$ cat config.mk
export PLATFORM = sky130hd
export DESIGN_NAME = mult_sequencer_flat
export DESIGN_NICKNAME = d
export VERILOG_FILES = /design/src/rtl/mult_sequencer_if.sv /design/src/rtl/mult_sequencer.sv /design/src/flat_wrapper.sv
export SDC_FILE = /design/constraint.sdc
export NUM_CORES = 1
export LEC_CHECK = 0
export BUFFER_PORTS_ARGS = -buffer_cell sky130_fd_sc_hd__buf_4
export CAP_MARGIN = 20
export CORE_MARGIN = 4
export CORE_UTILIZATION = 51
export DETAILED_ROUTE_END_ITERATION = 10
export GPL_TIMING_DRIVEN = 0
export MAX_ROUTING_LAYER = met4
export PLACE_DENSITY = 0.72
export RECOVER_POWER = 50
export SETUP_SLACK_MARGIN = 0.5
export SLEW_MARGIN = 20
export SYNTH_ARGS = -nofsm -noshare
export SYNTH_HDL_FRONTEND = slang
export SYNTH_SLANG_ARGS = --single-unit
export TNS_END_PERCENT = 30
$ cat constraint.sdc
create_clock -name clk -period 5.22 [get_ports clk]
set_input_delay 0.783 -clock clk [delete_from_list [all_inputs] [get_ports clk]]
set_output_delay 0.783 -clock clk [all_outputs]
set_load 0.1 [all_outputs]
$ cat src/rtl/mult_sequencer_if.sv
`default_nettype none
// ============================================================================
//  Module   : mult_sequencer_if
//  Brief    : Request/response bundle between the pipeline and the
//             sequential HI/LO multiplier (issue, HI/LO moves, status).
//  Revision : 1.0 - initial release
// ============================================================================
interface mult_sequencer_if #(
  parameter int WIDTH = 32
);
  logic             start;
  logic             is_signed;
  logic [WIDTH-1:0] op_a;
  logic [WIDTH-1:0] op_b;
  logic             mfhi;
  logic             mflo;
  logic             mthi;
  logic             mtlo;
  logic [WIDTH-1:0] wdata;
  logic [WIDTH-1:0] rdata;
  logic             busy;
  logic             stall;
  logic             done;
  logic [WIDTH-1:0] hi;
  logic [WIDTH-1:0] lo;

  // Pipeline side: issues requests, observes status and results
  modport master (
    output start, is_signed, op_a, op_b, mfhi, mflo, mthi, mtlo, wdata,
    input  rdata, busy, stall, done, hi, lo
  );

  // Multiplier side
  modport slave (
    input  start, is_signed, op_a, op_b, mfhi, mflo, mthi, mtlo, wdata,
    output rdata, busy, stall, done, hi, lo
  );
endinterface
`default_nettype wire

$ cat src/rtl/mult_sequencer.sv
`default_nettype none
// ============================================================================
//  Module   : mult_sequencer
//  Brief    : Radix-2 shift-add multiplier owning the HI/LO register pair.
//             WIDTH iterations per multiply plus one write-back cycle; signed
//             operands are multiplied as magnitudes and the product is
//             negated at write-back when the operand signs differ.
//  Revision : 1.0 - initial release
// ============================================================================
module mult_sequencer #(
  parameter int WIDTH = 32
) (
  input  wire logic         clk,
  input  wire logic         rst_n,
  mult_sequencer_if.slave   bus
);

  localparam int                 CNT_W     = $clog2(WIDTH + 1);
  localparam logic [CNT_W-1:0]   LAST_ITER = CNT_W'(WIDTH - 1);

  typedef enum logic [1:0] {
    S_IDLE = 2'd0,
    S_RUN  = 2'd1,
    S_FIN  = 2'd2
  } state_t;

  state_t             state_q;
  logic [2*WIDTH-1:0] mcand_q;   // multiplicand, shifted left each iteration
  logic [WIDTH-1:0]   mplier_q;  // multiplier, shifted right each iteration
  logic [2*WIDTH-1:0] acc_q;
  logic [CNT_W-1:0]   cnt_q;
  logic               neg_q;     // product must be negated at write-back
  logic [WIDTH-1:0]   hi_q;
  logic [WIDTH-1:0]   lo_q;
  logic               done_q;

  logic [WIDTH-1:0]   mag_a_d;
  logic [WIDTH-1:0]   mag_b_d;
  logic               neg_d;
  logic [2*WIDTH-1:0] acc_d;
  logic [2*WIDTH-1:0] result_d;

  // Operand magnitudes; the most negative value maps to 2^(WIDTH-1) as an
  // unsigned quantity, so no overflow handling is needed.
  assign mag_a_d  = (bus.is_signed && bus.op_a[WIDTH-1]) ? (~bus.op_a + 1'b1) : bus.op_a;
  assign mag_b_d  = (bus.is_signed && bus.op_b[WIDTH-1]) ? (~bus.op_b + 1'b1) : bus.op_b;
  assign neg_d    = bus.is_signed & (bus.op_a[WIDTH-1] ^ bus.op_b[WIDTH-1]);
  assign acc_d    = mplier_q[0] ? (acc_q + mcand_q) : acc_q;
  assign result_d = neg_q ? (~acc_q + 1'b1) : acc_q;

  // Sequencer FSM with HI/LO write-back, moves and the done pulse
  always_ff @(posedge clk or negedge rst_n) begin
    if (!rst_n) begin
      state_q  <= S_IDLE;
      mcand_q  <= '0;
      mplier_q <= '0;
      acc_q    <= '0;
      cnt_q    <= '0;
      neg_q    <= 1'b0;
      hi_q     <= '0;
      lo_q     <= '0;
      done_q   <= 1'b0;
    end else begin
      done_q <= 1'b0;
      case (state_q)
        S_IDLE: begin
          if (bus.start) begin
            // A move in the same cycle as start is dropped
            mcand_q  <= {{WIDTH{1'b0}}, mag_a_d};
            mplier_q <= mag_b_d;
            neg_q    <= neg_d;
            acc_q    <= '0;
            cnt_q    <= '0;
            state_q  <= S_RUN;
          end else begin
            if (bus.mthi) hi_q <= bus.wdata;
            if (bus.mtlo) lo_q <= bus.wdata;
          end
        end
        S_RUN: begin
          acc_q    <= acc_d;
          mcand_q  <= mcand_q << 1;
          mplier_q <= mplier_q >> 1;
          cnt_q    <= cnt_q + 1'b1;
          if (cnt_q == LAST_ITER) state_q <= S_FIN;
        end
        S_FIN: begin
          {hi_q, lo_q} <= result_d;
          done_q       <= 1'b1;
          state_q      <= S_IDLE;
        end
        default: state_q <= S_IDLE;
      endcase
    end
  end

  assign bus.busy  = (state_q != S_IDLE);
  assign bus.stall = bus.busy & (bus.start | bus.mfhi | bus.mflo | bus.mthi | bus.mtlo);
  assign bus.done  = done_q;
  assign bus.hi    = hi_q;
  assign bus.lo    = lo_q;
  assign bus.rdata = bus.mfhi ? hi_q : (bus.mflo ? lo_q : '0);

endmodule
`default_nettype wire

$ cat src/flat_wrapper.sv
// flat-port wrapper written by rule: the top's interface ports become plain ports
module mult_sequencer_flat 
#(
  parameter int WIDTH = 32
)
  (clk, rst_n, bus_start, bus_is_signed, bus_op_a, bus_op_b, bus_mfhi, bus_mflo, bus_mthi, bus_mtlo, bus_wdata, bus_rdata, bus_busy, bus_stall, bus_done, bus_hi, bus_lo);
  mult_sequencer_if #(.WIDTH(WIDTH)) bus_i ();
  input  wire logic clk;
  input  wire logic rst_n;
  input wire logic [$bits(bus_i.start)-1:0] bus_start;
  input wire logic [$bits(bus_i.is_signed)-1:0] bus_is_signed;
  input wire logic [$bits(bus_i.op_a)-1:0] bus_op_a;
  input wire logic [$bits(bus_i.op_b)-1:0] bus_op_b;
  input wire logic [$bits(bus_i.mfhi)-1:0] bus_mfhi;
  input wire logic [$bits(bus_i.mflo)-1:0] bus_mflo;
  input wire logic [$bits(bus_i.mthi)-1:0] bus_mthi;
  input wire logic [$bits(bus_i.mtlo)-1:0] bus_mtlo;
  input wire logic [$bits(bus_i.wdata)-1:0] bus_wdata;
  output wire logic [$bits(bus_i.rdata)-1:0] bus_rdata;
  output wire logic [$bits(bus_i.busy)-1:0] bus_busy;
  output wire logic [$bits(bus_i.stall)-1:0] bus_stall;
  output wire logic [$bits(bus_i.done)-1:0] bus_done;
  output wire logic [$bits(bus_i.hi)-1:0] bus_hi;
  output wire logic [$bits(bus_i.lo)-1:0] bus_lo;
  assign bus_i.start = bus_start;
  assign bus_i.is_signed = bus_is_signed;
  assign bus_i.op_a = bus_op_a;
  assign bus_i.op_b = bus_op_b;
  assign bus_i.mfhi = bus_mfhi;
  assign bus_i.mflo = bus_mflo;
  assign bus_i.mthi = bus_mthi;
  assign bus_i.mtlo = bus_mtlo;
  assign bus_i.wdata = bus_wdata;
  assign bus_rdata = bus_i.rdata;
  assign bus_busy = bus_i.busy;
  assign bus_stall = bus_i.stall;
  assign bus_done = bus_i.done;
  assign bus_hi = bus_i.hi;
  assign bus_lo = bus_i.lo;
  mult_sequencer #(.WIDTH(WIDTH)) u_core (.clk(clk), .rst_n(rst_n), .bus(bus_i));
endmodule
==> results.md, run 1 <==
* Status: finished, violations left
* Failing checks: capacitance limit, slew limit
* Global routing's busiest layer: met2
* Antenna violations before repair at 0
* Number of distinct library cells after synthesis at between 60 and 70
* Synthesis Warnings at 0
* DIE WIDTH at roughly 180 um
* Die area at between 30000 and 40000 um2
* Top delay family on crit path: compound AO/OA/AOI/OAI gates
* Fraction of registers with async set/reset at 100.0%
* # nets final at between 2000 and 2500
* Crit path buffers/inverters at 2
* Synth area leaders: dfrtp_1 (37%), o21ai_0 (9.3%), nand2_1 (6.9%), xnor2_1 (5.8%), ha_1 (5.3%)
* Sink Count at roughly 230
* Final Hold Fails at 0
* Top FF cell, synth: dfrtp_1
* Worst Hold Class: reg2reg
* Routed length per placed instance at 19.42 um
* Hold Crit Start: u_core.cnt_q[5]$_DFFE_PN0P_
* Final worst slack at ~0.99 ns
* Met3 usage at between 2 and 3%
* CP most frequent cell: a31oi_1
* Root Buffer: clkbuf_16
* Post-CTS Setup Bufs at 0
* Area of the core at slightly above 30000 um2
* Post-synthesis register bit count at approximately 230
* Fin. max-slew vios at 69
* Antenna Nets Post-Route at 0
* Crit path kind: reg2reg
* Clock transition at path regs at about 0.060 ns
* Critical path fanouts, max at 8
* GR Layer Usage met2 at between 40 and 50%
* Total GRT Usage at 28.97%
* Synth Net Count at between 2000 and 2500
* Final GP Congestion at approximately 0.96
* Initial Util at approximately half
* Post-synthesis cell count at roughly 1900
* Vias/cell at 5.986
* Row Count at 64
* Unrepaired setup endpoints after global routing: false
* Layout overhead on the synthesized area at 17.57%
* Post_cts resized at 0
* H-tree Lvls at 1
* CP cell instances: ha_1 > clkbuf_1 > and3_1 > clkbuf_1 > and3_1 > a221oi_1 > a31oi_1 > o211ai_1 > o211ai_1 > a31oi_1 > o21ai_0 > a31oi_1 > a211oi_1 > mux2i_1
* Internal reg-to-reg setup slack at 0.99 ns
* First-pass GRT wire length at 77560 um
* Drc violations at 0
* Drt first pass iters at 6
* Power density cells at about 680 nW/um2
* Die height at about 180 um
* Worst endpoint required time at 5.67 ns
* Max VDD drop at ~360 uV
* Top cell type by total area after synthesis: dfrtp_1
* Iter 0 DRT Violations at approximately 1200
* Post-synthesis xor/xnor area fraction at roughly 10%
* Met1 Usage GRT at 38.93%
* Tmin final at around 4.2 ns
* Setup Skew at 0.01622 ns
* Crit-path max cell delay at roughly 0.58 ns
* Pre-CTS setup slack at 1.062 ns
* Layout cells sized above 1 at between 10% and 20%
* Dpl hpwl at roughly 39000 um
* Placed Cells at roughly 2500
* WL final at ~49000 um
* CTS tree: built
* Main combinational cell family by area after synthesis: compound AO/OA/AOI/OAI gates
* Setup TNS Final at 0 ns
* Slew HR at -150.5%
* CTS buffer count at 26
* Proportion of synthesized area in mux cells at between 3 and 4%
* Hold buffer count at CTS at 0
* Antenna fix cells at 0
* Synth Area in Compound Gates at 25.24%
* Aggregate global routing overflow at 0
* Post-route insts no fill at around 2500
* Post-Synth Simple-Gate Area at 15.55%
* Share of the synthesized area in the top cell type at between 30 and 40%
* Fmax at between 0.2 and 0.25 GHz
* Mapped Area at about 16000 um2
* Max-cap violations at 1
* Clock Path Buffers at 3
* Lkg Pwr at ~7.7 nW
* Post-synth EDFFs at 0
* Startpoint Class: register
* WHS Path Cells at 1
* WP data arrival at approximately 4.7 ns
* R2r worst-path depth at 14
* PortBufs at around 200
* Reg2Reg Capture Point: u_core.acc_q[63]$_DFFE_PN0P_
* Crit. End Element: register
* Synth Area per Inst at approximately 8.5 um2
* Final critical-path share of the clock period at slightly above 80%
* Largest net degree at the start of global routing at 100
* Hold slack final at just under 0.5 ns
* Clock latency on the worst-skew pair at ~0.53 ns
* Pin slew with the least headroom to its limit at approximately 3.8 ns
* Reg2Reg Launch Point: u_core.acc_q[16]$_DFFE_PN0P_
* Slowest CP cell: o21ai_0
* Fraction of the mapped netlist area in adder cells at around 5.4%
* Vias post-DR at ~15000
* IO Count at a little over 200
* Seq/Total Area, Yosys at a little under two fifths
* Vias in the first global route at 14580
* Hold Path End: u_core.state_q[1]$_DFFE_PN0P_
* Filler Cells Inserted at 2794
* Final Setup Violations at 0
[Yosys cell counts (all sizes together), types with 11 or more instances]
library cell and count:
a211oi 12, a21o 21, a21oi 101, a22o 32, a22oi 58, a31oi 19, and2 11, buf 12
clkbuf 94, dfrtp 234, ha 67, inv 31, mux2i 60, nand2 291, nand2b 16, nand3 32
nand4 14, nor2 63, nor2b 15, nor3 20, nor4 19, o21a 11, o21ai 302, o21bai 12
o31ai 26, o41ai 19, or3 17, or4 17, xnor2 105, xor2 72
[logic make-up after synthesis]
| logic type | Yosys count |
|---|---|
| AOI/OAI and AO/OA | 650 |
| and+or+nand+nor | 536 |
| DFF | 234 |
| xor gates and xnor gates | 177 |
| buffers and inverters | 137 |
| adders and majority gates | 68 |
| muxes | 60 |
[sequential cells by signal (all words and copies together) (netlist names)]
signal and count:
u_core.state_q 2, u_core.cnt_q 6, u_core.neg_q 1, u_core.bus.lo 32, u_core.acc_q 64, u_core.bus.done 1, u_core.mplier_q 32, u_core.bus.hi 32
u_core.mcand_q 64
[layer usage]
layer	routed length, um	part of all wire [%]	vias up
met3	3283	6.8	77
li1	-	-	7212
met2	22750	47	563
met4	1119	2.3	0
met1	21480	44	7137
met5	0	0	-
[how the worst max path moves through the flow]
stage,start,to,slack (ns),cells after the start
detailed placement,u_core.acc_q[16]$_DFFE_PN0P_,u_core.acc_q[63]$_DFFE_PN0P_,1.06,14
finish,u_core.acc_q[16]$_DFFE_PN0P_,u_core.acc_q[63]$_DFFE_PN0P_,0.99,14
global placement,u_core.acc_q[16]$_DFFE_PN0P_,u_core.acc_q[63]$_DFFE_PN0P_,1.08,14
global route,u_core.acc_q[16]$_DFFE_PN0P_,u_core.acc_q[63]$_DFFE_PN0P_,0.70,14
CTS,u_core.acc_q[16]$_DFFE_PN0P_,u_core.acc_q[63]$_DFFE_PN0P_,1.06,14
floorplan,bus_mfhi,bus_rdata[30],1.16,3
[report_power, final]
part / total [W] / switching (W) / leakage [nW] / internal, W
Sequential: 0.00346 / 0.000924 / 2.89 / 0.00253
Combinational: 0.00719 / 0.00502 / 4.33 / 0.00217
Clock: 0.00194 / 0.000728 / 0.446 / 0.00121
Total: 0.0126 / 0.00667 / 7.66 / 0.00591
[metrics by stage]
stage               util (%)  cell area [um2]  power, W
global route           60.78            18640   0.01342
floorplan                  -            15860  0.008794
detailed placement     58.44            17920   0.01072
finish                 60.78            18640   0.01259
CTS                    61.38            18820   0.01268
global placement       58.23            17860   0.01058
[layout by cell type, fill, tap and decap left out, types with 26 or more instances in the layout]
master     count
o31ai_1       26
clkbuf_1     144
mux2i_1       60
a22o_1        32
nand3_1       32
nand2_1      291
xor2_1        72
buf_4        154
clkbuf_16     27
xnor2_1      105
ha_1          67
a22oi_1       58
nor2_1        63
inv_1         31
dfrtp_1      234
a21oi_1      100
o21ai_0      296
[layout make-up]
type	instances	area, um2	share of cell area, %
Tap cell	396	495.5	2.658
Multi-Input combinational cell	1491	9475	50.83
Timing Repair Buffer	203	1388	7.444
Clock buffer	32	714.4	3.833
Clock inverter	11	187.7	1.007
Sequential cell	234	5856	31.41
Buffer	106	407.9	2.188
Inverter	31	116.4	0.6242
Note: power is estimated with default switching activity, not from simulation.
==> run 2, diff against run 1 <==
--- a/config.mk
+++ b/config.mk
@@ -5,6 +5,7 @@
 export SDC_FILE = /design/constraint.sdc
 export NUM_CORES = 1
 export LEC_CHECK = 0
+export ABC_AREA = 1
 export BUFFER_PORTS_ARGS = -buffer_cell sky130_fd_sc_hd__buf_4
 export CAP_MARGIN = 20
 export CORE_MARGIN = 4
@@ -12,7 +13,7 @@
 export DETAILED_ROUTE_END_ITERATION = 10
 export GPL_TIMING_DRIVEN = 0
 export MAX_ROUTING_LAYER = met4
-export PLACE_DENSITY = 0.72
+export PLACE_DENSITY = 0.73
 export RECOVER_POWER = 50
 export SETUP_SLACK_MARGIN = 0.5
 export SLEW_MARGIN = 20
==> constraint.sdc (replaced) <==
create_clock -name clk -period 3.4 [get_ports clk]
set_input_delay 0.51 -clock clk [delete_from_list [all_inputs] [get_ports clk]]
set_output_delay 0.51 -clock clk [all_outputs]
set_load 0.1 [all_outputs]
==> run 2 against run 1 <==
Effect of this change: the run still ends with capacitance limit, slew limit left; worst hold slack lost 0.29 ns; final cell count grew 58%; register-to-register slack lost 0.65 ns; critical path depth shrank 7; routed wire length grew 59%; via count grew 48%; clock-buffer cell count grew 11; critical path type unchanged; largest cell class unchanged.
==> results.md, run 2 <==
* Status: finished, violations left
* Failing checks: capacitance limit, slew limit
* First-pass GRT wire length at roughly 120000 um
* Layout cells sized above 1 at 8.063%
* Final critical-path share of the clock period at ~90%
* Vias post-DR at about 22000
* Seq/Total Area, Yosys at roughly 30%
* Fin area at between 20000 and 25000 um2
* Crit path kind: reg2reg
* Tmin final at around 3.1 ns
* Power density cells at roughly 1100 nW/um2
* Initial Util at between 50 and 60%
* IO Count at 203
* Setup TNS Final at 0 ns
* Fraction of registers with async set/reset at between 90% and 100%
* Cell with the most instances after synthesis: nand2_1
* Max VDD drop at 532.1 uV
* Reg2Reg Capture Point: u_core.mcand_q[1]$_DFFE_PN0P_
* Root Buffer: clkbuf_16
* Leading registers by flop count: u_core.acc_q: 64 flops, u_core.mcand_q: 64 flops
* Drt first pass iters at 7
* Most frequent cells in the layout: nand2_1 (1149), inv_1 (516), nand3_1 (272)
* Crit path launch: u_core.state_q[0]$_DFFE_PN0P_
* Internal reg-to-reg setup slack at 0.34 ns
* Clock latency on the worst-skew pair at approximately 0.56 ns
* H-tree Lvls at 1
* Clock Path Buffers at 3
* Total GRT Usage at between 30% and 40%
* Hold slack final at between 0.2 and 0.25 ns
* Reg2Reg Launch Point: u_core.state_q[0]$_DFFE_PN0P_
* WP data arrival at approximately 3.5 ns
* Sink Count at roughly 230
* Final Hold Fails at 0
* Setup Skew at 0.009790 ns
* Slew HR at -9.497%
* Top cell type by total area after synthesis: dfrtp_1
* Die area at 41270 um2
* Row Count at 71
* Clock transition at path regs at approximately 0.06 ns
* Die height at about 200 um
* Fmax at 0.3272 GHz
* Combinational share of power at around 64%
* Number of distinct library cells after synthesis at 51
* Post-synthesis register bit count at around 230
* Commonest non-fill, non-tap cell in the layout: nand2_1
* Routed length per placed instance at 19.47 um
* Share of the synthesized area in the top cell type at between 30% and 40%
* Post-route insts no fill at about 4000
* Pin slew with the least headroom to its limit at between 1.5 and 2 ns
* Layout overhead on the synthesized area at 14.95%
* Fin. max-slew vios at 63
* Post-CTS Setup Bufs at 0
* Lkg Pwr at between 10 and 15 nW
* Final GP Congestion at about 1.0
* Vias/cell at roughly 5.6
* Synth top cells by count: nand2_1 (1149), inv_1 (515), nand3_1 (272)
* Placed Cells at just under 4000
* Aggregate global routing overflow at 0
* Antenna violations before repair at 1
* Mapped Area at between 15000 and 20000 um2
* Top FF cell, synth: dfrtp_1
* Drc violations at 0
* CTS buffer count at 28
* Iter 0 DRT Violations at 2335
* Crit. End Element: register
* Dpl hpwl at ~64000 um
* Antenna Nets Post-Route at 0
* DIE WIDTH at roughly 200 um
* Final Setup Violations at 0
* Critical path fanouts, max at 10
* Max-cap violations at 1
* Worst endpoint required time at between 3 and 4 ns
* Sw Ratio at 60.14%
* R2r worst-path depth at 7
* PortBufs at 200
* Worst Hold Class: in2reg
* Unrepaired setup endpoints after global routing: true
* Internal at around 0.0096 W
* Synth Net Count at 3366
* Switching pwr at 0.01449 W
* WL final at ~77000 um
* Post-synthesis cell count at 3194
* Synth area leaders: dfrtp_1 (30%), nand2_1 (22%), inv_1 (10%), nand3_1 (7.0%), nor2_1 (5.0%)
* # nets final at approximately 3600
* CP endpoint: u_core.mcand_q[1]$_DFFE_PN0P_
* CTS tree: built
* Area of the core at around 38000 um2
* Post-DP Area at about 22000 um2
* Largest net degree at the start of global routing at 89
* Synth Area per Inst at 6.082 um2
* Filler Cells Inserted at between 3000 and 4000
* Clock Power Share at 12.9%
* Startpoint Class: register
* Post-synth EDFFs at 0
* Vias in the first global route at 21160
* Sequential power share at 22.8%
* Synthesis Warnings at 0
==> run 2: cell count changes in the layout (fill, tap and decap cells not counted), sizes merged, moves of 31 or more <==
cell / previous run / this run
xnor2: 105 / 8
nand2: 291 / 1164
nand3: 32 / 275
xor2: 72 / 27
o21ai: 302 / 166
o22ai: 1 / 42
mux2i: 60 / 0
nor2: 63 / 273
inv: 33 / 529
nand4: 14 / 45
==> run 2: cells by family after synthesis <==
family / count (synthesis) / share of synthesized area (%)
flip-flops: 234 / 30.14
XOR/XNOR: 35 / 1.578
AND/OR/NAND/NOR: 1823 / 39.04
adder cells (fa/ha/maj): 68 / 4.419
buffers and inverters: 619 / 12.21
AO/OA/AOI/OAI: 415 / 12.61
==> run 2: metrics by stage <==
step	setup slack (ns)	power [W]	utilization (%)
after CTS	0.5494	0.02415	60.13
after global placement	-0.009124	0.02068	57.39
after global routing	0.3048	0.02550	59.41
after floorplan	1.082	0.01628	-
after detailed placement	0.5738	0.02100	57.56
final	0.3433	0.02409	59.42
==> run 2: repair_timing <==
| action | 4_1_cts | 5_1_grt |
|---|---|---|
| hold endpoints to repair | 62 | 0 |
| hold buffers | 1 | 0 |
| resized for setup | 0 | 2 |
| endpoints found under the setup margin | 0 | 7 |
==> run 2: power groups by stage <==
stage / combinational (W) / clock [W] / sequential, W
final: 0.0155 / 0.00312 / 0.00550
after global routing: 0.0167 / 0.00324 / 0.00558
after CTS: 0.0156 / 0.00313 / 0.00541
after detailed placement: 0.0155 / 0 / 0.00545
after global placement: 0.0153 / 0 / 0.00539
after floorplan: 0.00863 / 0 / 0.00765
==> run 2: worst min path at each step <==
stage / from / endpoint / slack (ns) / depth (start not counted)
after floorplan: rst_n / u_core.acc_q[0]$_DFFE_PN0P_ / 0.21 / 0
after global placement: u_core.mplier_q[23]$_DFFE_PN0P_ / u_core.mplier_q[22]$_DFFE_PN0P_ / 0.48 / 2
after detailed placement: rst_n / u_core.bus.lo[3]$_DFFE_PN0P_ / 0.48 / 1
after CTS: bus_wdata[1] / u_core.bus.hi[1]$_DFFE_PN0P_ / 0.19 / 3
after global routing: bus_op_a[29] / u_core.mcand_q[29]$_DFFE_PN0P_ / 0.21 / 3
final: bus_op_a[29] / u_core.mcand_q[29]$_DFFE_PN0P_ / 0.20 / 3
==> run 2: area by class of cell <==
cell class | count | area [um2] | area share [%]
multi-input combinational | 2341 | 11190 | 50.10
timing repair buffer | 203 | 1320 | 5.912
clock buffer | 43 | 888.4 | 3.978
tap | 511 | 639.4 | 2.863
antenna | 1 | 2.502 | 0.01121
buffer | 88 | 372.9 | 1.670
sequential | 234 | 5856 | 26.22
clock inverter | 8 | 70.07 | 0.3138
inverter | 531 | 1994 | 8.932
==> run 2: layer usage <==
metal	vias to the layer above	share of wire, %	wire (um)	global-route usage, %
met1	10240	40	30760	47.10
li1	10620	-	-	-
met4	0	5.4	4197	16.07
met3	226	9.4	7222	5.772
met5	-	0	0	-
met2	1128	45	34940	60.59
==> run 2: worst max-delay path, cell delays in order (launching register included) <==
cell and delay [ns]:
dfrtp_1 0.40, nand2_1 0.62, inv_1 0.34, nor2_1 0.34
clkbuf_1 0.56, buf_2 0.45, nand2_1 0.12, o221ai_1 0.10
